`config.mk`:
```
export PLATFORM = sky130hd
export DESIGN_NAME = serial_in_receiver
export DESIGN_NICKNAME = d
export VERILOG_FILES = /design/src/rtl/serial_link_pkg.sv /design/src/rtl/serial_in_sync.sv /design/src/rtl/serial_in_receiver.sv
export SDC_FILE = /design/constraint.sdc
export NUM_CORES = 1
export LEC_CHECK = 0
export CAP_MARGIN = 15
export CELL_PAD_IN_SITES_DETAIL_PLACEMENT = 1
export CELL_PAD_IN_SITES_GLOBAL_PLACEMENT = 2
export CORE_AREA = 2 2 86 67
export CTS_BUF_LIST = sky130_fd_sc_hd__clkbuf_2
export DETAILED_ROUTE_END_ITERATION = 8
export DIE_AREA = 0 0 88 69
export DONT_BUFFER_PORTS = 1
export HOLD_SLACK_MARGIN = 0.08
export MAX_ROUTING_LAYER = met4
export PLACE_DENSITY = 0.79
export SETUP_SLACK_MARGIN = 0.2
export SYNTH_ARGS = -nofsm -noshare
export SYNTH_HDL_FRONTEND = slang
export SYNTH_HIERARCHICAL = 1
export SYNTH_SLANG_ARGS = --single-unit
```
`constraint.sdc`:
```
create_clock -name clk_in -period 2.4 [get_ports clk_in]
set_input_delay 0.48 -clock clk_in [delete_from_list [all_inputs] [get_ports clk_in]]
set_output_delay 0.48 -clock clk_in [all_outputs]
set_load 0.02 [all_outputs]
```
`src/rtl/serial_link_pkg.sv`:
```
// Shared definitions for the one-bit serial link: field sizes, frame layout
// and the receiver FSM state encoding. Used by both sender and receiver.
package serial_link_pkg;

  localparam int DEF_SIZE_A = 7;
  localparam int DEF_SIZE_D = 8;

  // Frame: start + A + sep + D + sep + stop, MSB first.
  localparam int FRAME_BITS = 1 + DEF_SIZE_A + 1 + DEF_SIZE_D + 1 + 1;
  localparam int START_POS  = 0;
  localparam int SEP1_POS   = START_POS + DEF_SIZE_A + 1;
  localparam int SEP2_POS   = SEP1_POS + DEF_SIZE_D + 1;
  localparam int STOP_POS   = SEP2_POS + 1;

  typedef enum logic [2:0] {
    ST_IDLE,
    ST_ADDR,
    ST_SEP1,
    ST_DATA,
    ST_SEP2,
    ST_STOP
  } state_e;

endpackage

```
`src/rtl/serial_in_sync.sv`:
```
// Brings the asynchronous link clock and data into the clk_in domain and
// flags each rising edge of the link clock.
module serial_in_sync (
  input  logic clk_in,
  input  logic reset_n,
  input  logic c_i,
  input  logic d_i,
  output logic d_s2_o,
  output logic rise_o
);

  logic c_s1_q, c_s2_q, c_s3_q;
  logic d_s1_q, d_s2_q;

  // Flops reset to 1 (the idle line level) so releasing reset never fakes an edge.
  always_ff @(posedge clk_in or posedge reset_n) begin
    if (reset_n) begin
      c_s1_q <= 1'b1;
      c_s2_q <= 1'b1;
      c_s3_q <= 1'b1;
      d_s1_q <= 1'b1;
      d_s2_q <= 1'b1;
    end else begin
      // NOTE: non-blocking assignments make every stage sample the previous
      // stage's old value, which is what turns this into a shift chain.
      c_s1_q <= c_i;
      c_s2_q <= c_s1_q;
      c_s3_q <= c_s2_q;
      d_s1_q <= d_i;
      d_s2_q <= d_s1_q;
    end
  end

  assign d_s2_o = d_s2_q;
  assign rise_o = c_s2_q & ~c_s3_q;

endmodule

```
`src/rtl/serial_in_receiver.sv`:
```
// Receive side of the serial link: oversamples InC/InD, rebuilds the address
// and data words of each frame and strobes Valid (good frame) or Err.
module serial_in_receiver
  import serial_link_pkg::*;
#(
  parameter int SIZE_A  = DEF_SIZE_A,
  parameter int SIZE_D  = DEF_SIZE_D,
  parameter int TIMEOUT = 64
) (
  input  logic              clk_in,
  input  logic              reset_n,
  input  logic              InD,
  input  logic              InC,
  output logic [SIZE_A-1:0] A_out,
  output logic [SIZE_D-1:0] D_out,
  output logic              Valid,
  output logic              Err,
  output logic              Busy
);

  // Frame positions scaled from the package layout to this instance's widths.
  localparam int DA          = SIZE_A - DEF_SIZE_A;
  localparam int DD          = SIZE_D - DEF_SIZE_D;
  localparam int CNT_W       = $clog2(FRAME_BITS + DA + DD);
  localparam int TO_W        = $clog2(TIMEOUT + 1);
  localparam logic [CNT_W-1:0] FIRST_A = CNT_W'(START_POS + 1);
  localparam logic [CNT_W-1:0] LAST_A  = CNT_W'(SEP1_POS - 1 + DA);
  localparam logic [CNT_W-1:0] LAST_D  = CNT_W'(SEP2_POS - 1 + DA + DD);
  localparam logic [TO_W-1:0]  TO_LAST = TO_W'(TIMEOUT - 1);

  logic d_s2, rise;

  serial_in_sync u_sync (
    .clk_in (clk_in),
    .reset_n(reset_n),
    .c_i    (InC),
    .d_i    (InD),
    .d_s2_o (d_s2),
    .rise_o (rise)
  );

  state_e            state_q;
  logic [CNT_W-1:0]  bit_cnt_q;
  logic [TO_W-1:0]   to_cnt_q;
  logic [SIZE_A-1:0] a_sr_q, a_out_q;
  logic [SIZE_D-1:0] d_sr_q, d_out_q;
  logic              valid_q, err_q;

  always_ff @(posedge clk_in or posedge reset_n) begin
    if (reset_n) begin
      state_q   <= ST_IDLE;
      bit_cnt_q <= '0;
      to_cnt_q  <= '0;
      a_sr_q    <= '0;
      d_sr_q    <= '0;
      a_out_q   <= '0;
      d_out_q   <= '0;
      valid_q   <= 1'b0;
      err_q     <= 1'b0;
    end else begin
      valid_q <= 1'b0;
      err_q   <= 1'b0;
      if (rise) begin
        // A rise always wins over a timeout expiring in the same cycle.
        to_cnt_q  <= '0;
        bit_cnt_q <= bit_cnt_q + 1'b1;
        unique case (state_q)
          ST_IDLE: begin
            bit_cnt_q <= bit_cnt_q;
            if (!d_s2) begin
              bit_cnt_q <= FIRST_A;
              state_q   <= ST_ADDR;
            end
          end
          ST_ADDR: begin
            a_sr_q <= {a_sr_q[SIZE_A-2:0], d_s2};
            if (bit_cnt_q == LAST_A) state_q <= ST_SEP1;
          end
          ST_SEP1: state_q <= ST_DATA;
          ST_DATA: begin
            d_sr_q <= {d_sr_q[SIZE_D-2:0], d_s2};
            if (bit_cnt_q == LAST_D) state_q <= ST_SEP2;
          end
          ST_SEP2: state_q <= ST_STOP;
          ST_STOP: begin
            bit_cnt_q <= '0;
            state_q   <= ST_IDLE;
            if (!d_s2) begin
              a_out_q <= a_sr_q;
              d_out_q <= d_sr_q;
              valid_q <= 1'b1;
            end else begin
              err_q <= 1'b1;
            end
          end
          default: state_q <= ST_IDLE;
        endcase
      end else if (state_q != ST_IDLE) begin
        if (to_cnt_q == TO_LAST) begin
          to_cnt_q  <= '0;
          bit_cnt_q <= '0;
          state_q   <= ST_IDLE;
          err_q     <= 1'b1;
        end else begin
          to_cnt_q <= to_cnt_q + 1'b1;
        end
      end
    end
  end

  assign A_out = a_out_q;
  assign D_out = d_out_q;
  assign Valid = valid_q;
  assign Err   = err_q;
  assign Busy  = (state_q != ST_IDLE);

endmodule

```
; ---- Word-level counts from Yosys, hierarchy flattened
; Index checks and enable logic that the tools add are counted.
[totals]
memories = 0
latch_bits = 0
mem_bits_ro = 0
output_inout_bits = 18
reg_bits = 52
elab_cells = 62
ramBits = 0
[classes]
n_reduce_logical = 9
add_sub_neg = 2
n_mux = 23
div = 0
magnitude_cmp = 0
n_eq_ne = 11
n_mul = 0
shifts = 0
bitwise_logic = 3
[ops]
columns = cell, count
row1 = $mux W7, 3
row2 = $mux W5, 4
row3 = $mux W3, 6
row4 = $pmux W3 S5, 1
row5 = $pmux W5 S2, 1
row6 = $ne A3 B3 Y1 const B, 3
row7 = $mux W1, 8
row8 = $add A7 B1 Y7 const B, 1
row9 = $eq A7 B6 Y1 const B, 1
row10 = $eq A3 B2 Y1 const B, 2
row11 = $eq A3 B3 Y1 const B, 2
row12 = $reduce_and A3 Y1, 2
row13 = $add A5 B1 Y5 const B, 1
row14 = $eq A5 B3 Y1 const B, 1
row15 = $eq A5 B5 Y1 const B, 1
row16 = $reduce_and A5 Y1, 1
row17 = $reduce_and A2 Y1, 2
row18 = $reduce_bool A2 Y1, 2
row19 = $eq A3 B1 Y1 const B, 1
row20 = $logic_not A3 Y1, 1
row21 = $reduce_bool A3 Y1, 1
row22 = $not A1 Y1, 2
row23 = $and A1 B1 Y1, 1

; ---- Logic depth before layout (Yosys ltp)
[logic_depth]
depth_word = 4
ltp_mapped = 7
mapped_depth_nobuf = 6

; ---- Modules after synthesis
; The synthesis kept the hierarchy.
[modules_own_cells]
columns = mod, cells_per_inst, seq_area_each_um2, area_per_inst_um2, instances
row1 = serial_in_receiver, 169, 1176.1, 2150.8, 1
row2 = serial_in_sync, 7, 131.4, 148.9, 1

; ---- Worst setup path after synthesis
; OpenSTA, ideal clock, no wires.
[synth_path]
kind = flip-flop to flip-flop
from = register u_sync.c_s2_q
to = register a_out_q[0] (netlist: A_out[0])
slack_ns = 0.549
stages_incl_launch_ff = 7
arrival_time_ns = 1.726
t_required_ns = 2.275
cell_sequence = dfstp_2 -> nor2b_4 -> buf_2 -> nand2_1 -> nor4_4 -> buf_6 -> mux2_2
[synth_between]
elab_chain_cells = 2
[synth_rtl]
columns = element, line
row1 = "start, declared", serial_in_sync.sv:12  ; logic c_s1_q, c_s2_q, c_s3_q;
row2 = "start signal, assigned", serial_in_sync.sv:27  ; c_s2_q <= c_s1_q;
row3 = $and A1 B1 Y1, serial_in_sync.sv:35  ; assign rise_o = c_s2_q & ~c_s3_q;
row4 = via rise, serial_in_receiver.sv:31  ; logic d_s2, rise;
row5 = $reduce_and A3 Y1 (no source line), n/a
row6 = "end signal, assigned", serial_in_receiver.sv:89  ; a_out_q <= a_sr_q;
row7 = "end, declared", serial_in_receiver.sv:45  ; logic [SIZE_A-1:0] a_sr_q, a_out_q;
; The timed path passes the listed nets, and every way through them passes these cells.
; A chain may end at the register's enable or synchronous reset.

; ---- Worst setup path in the final report
[layout_path]
from = register state_q[1]
to = output Busy
[layout_between]
elab_chain_cells = 1
[layout_rtl]
columns = element, line
row1 = "start, declared", serial_in_receiver.sv:42  ; state_e state_q;
row2 = "start signal, assigned", serial_in_receiver.sv:51  ; state_q <= ST_IDLE;
row3 = "start signal, assigned", serial_in_receiver.sv:72  ; state_q <= ST_ADDR;
row4 = "start signal, assigned", serial_in_receiver.sv:77  ; if (bit_cnt_q == LAST_A) state_q <= ST_SEP1;
row5 = $reduce_bool A3 Y1, serial_in_receiver.sv:115  ; assign Busy = (state_q != ST_IDLE);
row6 = "end, declared", serial_in_receiver.sv:18  ; output logic Busy
; Every way passes these cells.

==> out/summary.md <==
* 21.9% — clock share of power
* 88 µm — die outline width
* 69 µm — vertical extent of the die
* 10.8% — Synth Area in Compound Gates
* dfrtp_1 51%, mux2_2 14%, dfstp_2 5.7%, nand2_1 2.9%, buf_6 2.0% — largest cells by area after synthesis
* 14.2% — multiplexer area fraction after synthesis
* 57.4% — share of power burned in registers
* 1.63% — Synth Area in Adders
* 5.63 ps — maximum clock skew at final layout
* 188 — Final Net Count
* 0.00131 mm² — sequential cell area in the final layout
* 1.90% — XOR/XNOR share of the synthesized area
* 56.9% — fraction of the yosys area taken by sequential cells
* 2 — number of levels the H-tree was split into
* 833 mW/mm² — total power density per cell area
* 0 — Worst Hold Path Cells
* 2 — Max Buffers Root-to-Sink
* 6 — yosys synthesis warning count
* 100% — post-synthesis async set-or-reset flop share
* 246 — post-placement cell count
* 16.0 µm — Routed WL per cell
* 896 µm² — Multi-input gate area
* 2040 µW — post-layout total power
* 13 — CP Max Fanout
* completed — run status
* 0.789 — weighted congestion reported at the end of routability-driven placement
* no — RSZ-0062 raised after global routing
* 0 — Routed Antenna Nets
* 1560 ps — Crit path arrival time
* 52 — FF+latch count, synth
* 0 — final setup fails
* output port — capturing element type of the critical path
* 1920 ps — WP data required
* 176 — cell count after synthesis
* 48 — maximum number of pins on one net before global-route repair
* 43 — Yosys cell types
* 0 — post-detailed-route DRC marker count
* 5 — number of clock buffers inserted by TritonCTS
* 61.6% — worst relative slew slack
* 1451 — number of global-route vias before repair
* 22 — I/O pin count
* 4 — router iterations before antenna repair
* 0 — Post-synth EDFFs
* 0 — number of maximum-capacitance violations
* 0.510 mV — largest voltage drop on the vdd net
* 257 — final cell count without fillers
* 59 — DR iter-0 viols
* 23 — Cell Rows
* 32.7% — switch share
* 250 ps — Clk pin slew, worst setup/hold paths
* 4100 µm — wirelength, routed
* dfrtp_1 — most frequent cell after synthesis
* 84.9% — part of the cycle the worst path needs
* 0 — number of I/O port buffers
* 0 — sum of overflow across all layers after global routing
* multiplexers — combinational family with the most area after synthesis
* 0 — post-CTS setup buffers
* 0 ps — TNS Setup
* 16.0% — Tot GR Track Use
* dfrtp_1 — most area-hungry cell type in the Yosys netlist
* 183 — Synth Net Count
* 2850 µm — estimated wirelength of the detail-placed design
* 5 — Register-to-Register Path Depth
* flop to flop — hold crit path type
* 0 — hold violation count in the final report
* 2040 ps — Min Clock Period, post-route
* 44.2% — effective utilization at floorplan
* 0 — max-slew violations
* 0.00230 mm² — combined area of all synthesized cells
* 576 ps — transition time at the pin with the least slew margin
* done — clock tree from TritonCTS
* 1357 — vias after detailed routing
* 7220 µm — first-pass GRT wire length
* flop to output port — critical path class
* 1380 µW — Internal
* 6.64% — signed area change from the synthesized netlist to the final layout
* 0 — number of antenna violations at the first check in global routing
* 51.1% — Yosys top cell area share
* 13.1 µm² — post-synthesis area per instance
* flop — startpoint type of the worst setup path
* 491 MHz — Peak Freq
* 10.4% — share of synthesized cell area in and, or, nand and nor gates
* 0 — Diodes inserted
* 30.8% — ratio of cells with drive above 1 in the final layout
* 20.6% — combinational cell fraction of total power
* clkbuf_2 — clock root buffer
* 47 x dfrtp_1, 29 x mux2_2, 18 x nand2_1 — leading post-synthesis cells by instance count
* dfrtp_1 — Main synth FF type
* 0.00521 mm² — area of the core
* 0.00607 mm² — Total Die Area
* 5.28 — per-cell via count in the routed design
* 668 µW — net switching power
* 544 — Filler Cell Count
* 430 ps — source-to-sink clock delay at the later pin of the worst-skew pair
* 0.00114 µW — leakage dissipation
* 52 — clock sink count
==> layer usage <==
metal	global-route usage (%)	share of wire, %	vias up
li1	-	-	636
met1	21.2	47	690
met2	22.6	46	26
met3	4.55	5.0	5
met4	7.18	1.6	0
met5	-	0	-
==> cell type report <==
cell class | instances | area share, %
Clock buffer | 5 | 1.02
Multi-Input combinational cell | 107 | 36.5
Inverter | 9 | 1.38
Tap cell | 75 | 3.83
Clock inverter | 3 | 1.73
Timing Repair Buffer | 6 | 2.14
Sequential cell | 52 | 53.4
==> sequential cells by signal (all words and copies together) (netlist names) <==
name and flops:
a_sr_q 7, u_sync/d_s1_q 1, Err 1, u_sync/c_s2_q 1, d_sr_q 8, state_q 3
A_out 7, to_cnt_q 7, D_out 8, u_sync/c_s1_q 1, Valid 1, u_sync/d_s2_o 1
bit_cnt_q 5, u_sync/c_s3_q 1
==> cells by family after synthesis <==
group | after synthesis
flops | 52
xor+xnor | 5
fa+ha+maj | 3
buf+inv | 17
compound gates | 30
mux | 29
simple gates | 40
==> placed cells by master (no fill, tap or decap), types with 2 or more instances in the layout <==
| cell type | instances |
|---|---|
| a211oi_1 | 2 |
| a21o_1 | 2 |
| a21oi_1 | 5 |
| a22o_1 | 3 |
| a311oi_1 | 2 |
| buf_4 | 3 |
| clkbuf_2 | 5 |
| dfrtp_1 | 46 |
| dfstp_2 | 5 |
| dlygate4sd3_1 | 3 |
| ha_1 | 3 |
| inv_1 | 7 |
| inv_2 | 2 |
| mux2_2 | 29 |
| nand2_1 | 18 |
| nand3_1 | 3 |
| nor2_1 | 6 |
| o21ai_0 | 5 |
| xnor2_1 | 2 |
| xor2_1 | 3 |
==> power groups by stage <==
stage / registers (µW) / logic [µW] / clock network, µW
6_report: 1170 / 422 / 449
2_1_floorplan: 1110 / 393 / 0
4_1_cts: 1180 / 427 / 468
5_1_grt: 1200 / 481 / 504
3_5_place_dp: 1190 / 417 / 0
3_3_place_gp: 1180 / 396 / 0
==> timing repair <==
item,4_1_cts,5_1_grt
resized for setup,1,1
hold buffers,3,0
endpoints found under the setup margin,1,1
hold endpoints to repair,54,0
==> final timing paths <==
path | start | to | slack [ps]
worst min register to register | u_sync/d_s1_q | u_sync/d_s2_o | 380
worst min-delay path | u_sync/d_s1_q | u_sync/d_s2_o | 380
worst max register to register | u_sync/c_s2_q | state_q[0] | 540
max in group asynchronous | reset_n | state_q[1] | 1360
worst max-delay path | state_q[1] | Busy | 360
min in group asynchronous | reset_n | u_sync/c_s3_q | 580
==> per-stage QoR <==
step                      utilization (%)  setup slack (ps)  area, µm²  hold slack [ps]
final                                47.1               362       2450              376
after global placement               45.2               550       2350              348
after global routing                 47.1               230       2450              388
after floorplan                         -               549       2300              345
after CTS                            47.1               261       2450              378
after detailed placement             45.2               547       2350              350
==> worst max-delay path: stages, from the launching register on <==
cell,delay [ps]
dfrtp_2,570
nor3_4,370
inv_2,180
Note: power is estimated with default switching activity, not from simulation.
